===== config.mk =====
export PLATFORM = sky130hd
export DESIGN_NAME = multi_tick_gen
export DESIGN_NICKNAME = d
export VERILOG_FILES = /design/src/rtl/multi_tick_gen.sv
export SDC_FILE = /design/constraint.sdc
export NUM_CORES = 1
export LEC_CHECK = 0
export ABC_AREA = 0
export BUFFER_PORTS_ARGS = -buffer_cell sky130_fd_sc_hd__buf_2
export CORE_MARGIN = 1.5
export CORE_UTILIZATION = 55
export DETAILED_ROUTE_END_ITERATION = 16
export GPL_TIMING_DRIVEN = 0
export PLACE_DENSITY = 0.71
export SYNTH_ARGS = -nofsm -noshare
export SYNTH_HDL_FRONTEND = slang
export SYNTH_SLANG_ARGS = --single-unit

===== constraint.sdc =====
create_clock -name clk -period 7.25 [get_ports clk]
set_input_delay 1.0875 -clock clk [delete_from_list [all_inputs] [get_ports clk]]
set_output_delay 1.0875 -clock clk [all_outputs]
set_load 0.005 [all_outputs]

===== src/rtl/multi_tick_gen.sv =====
// multi_tick_gen: N_CH independent programmable tick channels with shadowed,
// glitch-free period updates and periodic / one-shot modes.
module multi_tick_gen #(
  parameter int unsigned CLK_FREQ       = 100000000,
  parameter int unsigned N_CH           = 4,
  parameter int unsigned CNT_W          = 34,
  parameter int unsigned DEFAULT_PERIOD = CLK_FREQ,
  localparam int unsigned CH_W          = (N_CH > 1) ? $clog2(N_CH) : 1
) (
  input  logic             clk,
  input  logic             rst_n,
  input  logic             cfg_valid,
  output logic             cfg_ready,
  input  logic [CH_W-1:0]  cfg_ch,
  input  logic [CNT_W-1:0] cfg_period,
  input  logic             cfg_oneshot,
  input  logic [N_CH-1:0]  ch_en,
  input  logic             sync_clear,
  output logic [N_CH-1:0]  tick,
  output logic [N_CH-1:0]  busy,
  output logic             cfg_err
);

  logic [CNT_W-1:0] cnt_q [N_CH];
  logic [CNT_W-1:0] cnt_d [N_CH];
  logic [CNT_W-1:0] per_q [N_CH];
  logic [CNT_W-1:0] per_d [N_CH];
  logic [CNT_W-1:0] shp_q [N_CH];
  logic [CNT_W-1:0] shp_d [N_CH];

  logic [N_CH-1:0] mode_q, mode_d;
  logic [N_CH-1:0] stop_q, stop_d;
  logic [N_CH-1:0] pend_q, pend_d;
  logic [N_CH-1:0] shm_q, shm_d;
  logic [N_CH-1:0] tick_q, tick_d;
  logic [N_CH-1:0] busy_q, busy_d;
  logic            cfg_ready_q, cfg_ready_d;
  logic            cfg_err_q, cfg_err_d;

  logic            acc;
  logic [N_CH-1:0] wr, pend, run, wrap, apply;

  // Per-channel next state: a shadow is applied only at a wrap or when the
  // channel is not actively counting, so no interval mixes old and new periods.
  always_comb begin
    acc         = cfg_valid & cfg_ready_q;
    cfg_ready_d = 1'b1;
    cfg_err_d   = acc & (32'(cfg_ch) >= N_CH);
    for (int i = 0; i < N_CH; i++) begin
      wr[i]    = acc & (cfg_ch == CH_W'(i));
      shp_d[i] = wr[i] ? cfg_period : shp_q[i];
      shm_d[i] = wr[i] ? cfg_oneshot : shm_q[i];
      pend[i]  = wr[i] | pend_q[i];
      run[i]   = ch_en[i] & (per_q[i] != '0) & ~stop_q[i];
      wrap[i]  = run[i] & (cnt_q[i] == per_q[i] - CNT_W'(1));
      apply[i] = pend[i] & (wrap[i] | ~run[i] | sync_clear);

      cnt_d[i]  = cnt_q[i];
      per_d[i]  = per_q[i];
      mode_d[i] = mode_q[i];
      stop_d[i] = stop_q[i];
      pend_d[i] = pend[i];
      tick_d[i] = 1'b0;

      if (!ch_en[i]) begin
        cnt_d[i]  = '0;
        stop_d[i] = 1'b0;
      end else if (sync_clear) begin
        cnt_d[i] = '0;
      end else if (run[i]) begin
        if (wrap[i]) begin
          cnt_d[i]  = '0;
          tick_d[i] = 1'b1;
          stop_d[i] = mode_q[i];
        end else begin
          cnt_d[i] = cnt_q[i] + CNT_W'(1);
        end
      end else begin
        cnt_d[i] = '0;
      end

      if (apply[i]) begin
        per_d[i]  = shp_d[i];
        mode_d[i] = shm_d[i];
        pend_d[i] = 1'b0;
        stop_d[i] = 1'b0;
      end

      busy_d[i] = ch_en[i] & (per_d[i] != '0) & ~stop_d[i];
    end
  end

  always_ff @(posedge clk or negedge rst_n) begin
    if (!rst_n) begin
      for (int i = 0; i < N_CH; i++) begin
        cnt_q[i] <= '0;
        per_q[i] <= CNT_W'(DEFAULT_PERIOD);
        shp_q[i] <= CNT_W'(DEFAULT_PERIOD);
      end
      mode_q      <= '0;
      stop_q      <= '0;
      pend_q      <= '0;
      shm_q       <= '0;
      tick_q      <= '0;
      busy_q      <= '0;
      cfg_ready_q <= 1'b0;
      cfg_err_q   <= 1'b0;
    end else begin
      for (int i = 0; i < N_CH; i++) begin
        cnt_q[i] <= cnt_d[i];
        per_q[i] <= per_d[i];
        shp_q[i] <= shp_d[i];
      end
      mode_q      <= mode_d;
      stop_q      <= stop_d;
      pend_q      <= pend_d;
      shm_q       <= shm_d;
      tick_q      <= tick_d;
      busy_q      <= busy_d;
      cfg_ready_q <= cfg_ready_d;
      cfg_err_q   <= cfg_err_d;
    end
  end

  assign cfg_ready = cfg_ready_q;
  assign cfg_err   = cfg_err_q;
  assign tick      = tick_q;
  assign busy      = busy_q;

endmodule

==> out/qor.yml <==
sta:
  final.period_utilization: 0.729
  rsz0062_at_grt: "no"
  max_freq_mhz: 189
  drv_slew: 0
  hold_violations: 0
  finalSetupViolCount: 0
  setup_tns_ps: 0
  fin_ws_ps: 1960
  relSlewSlack: 0.192
  min_period_ps: 5290
  worst_pin_slew_ps: 1200
  fin_skew_ps: 20.0
yosys:
  syn_area_sq_um: 23100
  netlist.area_leader.share: 0.366
  ys_warn_count: 0
  synth_top_flop_cell: "dfrtp_1"
  synth_cells: 2147
  syn_avg_cell_area_sq_um: 10.7
  synth-edff-count: 0
  yosysTopAreaCell: "dfrtp_1"
  syn_nets: 2204
  synth-seq-area-share: 0.475
  synth.distinct_cells: 80
  async_flop_share: 1.00
  synth_area_leaders: "dfrtp_1 37%, mux2_2 12%, dfstp_2 11%"
  synth-seq-cells: 433
global_route:
  antenna_found_initial: 1
  grt_pass1_vias: 16735
  grt_remaining_overflow: 0
  grt_pass1_wl_um: 91900
  grt_use_total: 0.267
  grt_max_degree: 133
floorplan:
  ios: 55
  die_area_sq_um: 43200
  dieHeight_um: 208
  die_w_um: 208
  start_util: 0.561
  rows: 74
  core_area_sq_um: 41100
clock_network:
  clk_pin_slew_worst_paths_ps: 60
  cts_root_buf: "clkbuf_16"
  cts_tree: "done"
  ctsHoldBuffers: 0
  cts.htree.levels: 2
  ctsResizeCount: 0
  cts_made_buffers: 47
  clock_tree.buffer_depth: 3
  clkLatencyLatePin_ps: 610
  cts_setup_buffers: 0
  cts_sinks: 433
setup_path:
  path_class: "reg -> reg"
  reg2reg_depth: 12
  path_cells: "inv_1 > ha_1 > or4b_2 > nor4_1 > nand3_1 > xnor2_1 > a2111oi_0 > nand4_1 > o31ai_1 > clkbuf_1 > buf_1 > nor2_1"
  critPathMaxStageDelay_ps: 920
  crit_arrival_ps: 5760
  slowest_stage: "nor4_1"
  r2r-end: "cnt_q[24]"
  worstPathRequired_ps: 7720
  worst_setup_path_end_kind: "flop"
  r2r-start: "per_q[0]"
  regToRegSetupSlack_ps: 1960
  cp-start-kind: "flop"
  critical_path.max_fanout: 10
drt:
  met1_length_um: 25900
  first_pass_iters: 5
  wirelength_um: 57600
  vias_per_cell: 6.00
  route.met2.wl_um: 27100
  topRoutingLayerUsed: "met4"
  wl_met3_um: 2480
  drtAntennaViolNets: 0
  drt_iter0_drc: 1317
  dr_total_vias: 16936
  avgRoutedWirePerCell_um: 20.4
  drc: 0
power_and_ir_drop:
  peakVddDrop_mv: 0.188
  powerDensity_nw_per_um2: 329
  p_leak_uw: 0.0103
placement:
  io_buffer_count: 53
  post-dp-hpwl_um: 42300
  dpl_worst_slack_ps: 2070
  gp_congestion: 0.930
  dp.cells: 2736
cells_and_area:
  diodes: 0
  nNetsFinal: 2310
  synthToLayoutAreaGrowth_pct: 11.7
  drive_gt1_frac: 0.241
  finalNonFillerCells: 2824
run_status:
  status: "completed"
job:
  max_cap_viol_count: 0
hold_path:
  hold_path_class: "in -> async"
per-layer routing:
layer / global-route usage / vias to the layer above
met5: 0 / -
met4: 0.107 / 0
met3: 0.0321 / 112
met1: 0.363 / 8445
li1: - / 7959
met2: 0.438 / 420
critical path: cells and delay by family, from the launching register on:
family	cells	cell delay [ps]
simple gates	5	2090
buf+inv	3	1210
compound gates	2	920
flops	1	470
fa+ha+maj	1	270
xor+xnor	1	180
state kept, by name, summed over array words and instances, names as in the netlist:
signal / flops
cnt_q: 136
shm_q: 4
pend_q: 4
per_q: 136
busy: 4
cfg_ready: 1
shp_q: 136
tick: 4
mode_q: 4
stop_q: 4
final cells by class:
class	instances	area [sq um]
plain buffers	86	385
well taps	532	666
clock inverters	31	393
clock buffers	57	1260
multi-input cells	1591	11600
flip-flops and latches	433	11000
repair buffers	57	363
inverters	37	139
fillers	3339	15400
worst max path at each step:
stage / start / end / slack (ps) / depth (start not counted)
floorplan: per_q[0] / per_q[10] / 3260 / 13
global placement: rst_n / busy[1] / -3120 / 1
detailed placement: per_q[0] / cnt_q[29] / 2070 / 12
CTS: per_q[0] / cnt_q[25] / 2070 / 12
global route: per_q[0] / cnt_q[27] / 1540 / 12
finish: per_q[0] / cnt_q[24] / 1960 / 12
cells in the mapped netlist (all sizes together) (5+ instances only):
master,number
o2111ai,5
nand3,87
nor2,239
mux2,279
nand2b,21
inv,37
nor2b,10
a32oi,5
or3,25
nor3,77
o31a,6
or2,7
or4,25
or4b,6
a211oi,9
nor4b,10
and4,13
o31ai,5
o211ai,8
nand2,95
buf,26
o21ai,27
dfrtp,337
clkbuf,60
and2,10
nand4,55
nand4b,6
a31oi,22
dfstp,96
a21o,5
xor2,150
a2111oi,6
a21oi,28
ha,12
nor4,88
xnor2,143
a211o,5
and3,39
nand3b,6
cells by family (layout without fill, tap and decap cells):
family / Yosys count / count (layout) / synth area share
and+or+nand+nor: 832 / 832 / 0.189
DFF: 433 / 433 / 0.475
xor gates and xnor gates: 293 / 293 / 0.111
muxes: 283 / 283 / 0.143
AOI/OAI and AO/OA: 169 / 169 / 0.0522
buffers and inverters: 123 / 268 / 0.0227
adders and majority gates: 12 / 12 / 0.00651
other: 2 / 2 / 0.000326
through the flow:
stage	total power [uW]	util	instance area (sq um)	hold WS, ps
2_1_floorplan	5200	-	23100	466
3_3_place_gp	5800	0.583	24000	473
5_1_grt	8890	0.626	25700	510
3_5_place_dp	5900	0.586	24100	484
6_report	8470	0.626	25700	448
4_1_cts	8480	0.626	25700	484
power by group:
group          total [uW]  switching [uW]  internal, uW
sequential           3610             557          3050
combinational        2330            1240          1090
clock                2540            1060          1480
total                8470            2850          5620
placed cells by master (no fill, tap or decap), types with 21 or more instances in the layout:
| master | netlist | routed |
|---|---|---|
| clkbuf_16 | 0 | 47 |
| clkbuf_1 | 60 | 65 |
| a21oi_1 | 26 | 26 |
| xor2_1 | 150 | 150 |
| dfstp_2 | 96 | 96 |
| mux2_2 | 242 | 242 |
| mux2_4 | 29 | 29 |
| nor2_1 | 239 | 239 |
| a31oi_1 | 22 | 22 |
| nor3_1 | 77 | 76 |
| buf_2 | 14 | 67 |
| and3_1 | 39 | 39 |
| or4_1 | 24 | 24 |
| nand3_1 | 87 | 87 |
| nand2_1 | 94 | 94 |
| o21ai_0 | 26 | 26 |
| dfrtp_1 | 337 | 337 |
| or3_1 | 25 | 25 |
| inv_1 | 37 | 37 |
| nor4_1 | 86 | 86 |
| xnor2_1 | 143 | 143 |
| nand4_1 | 55 | 55 |
| nand2b_1 | 21 | 21 |
Note: power is estimated with default switching activity, not from simulation.
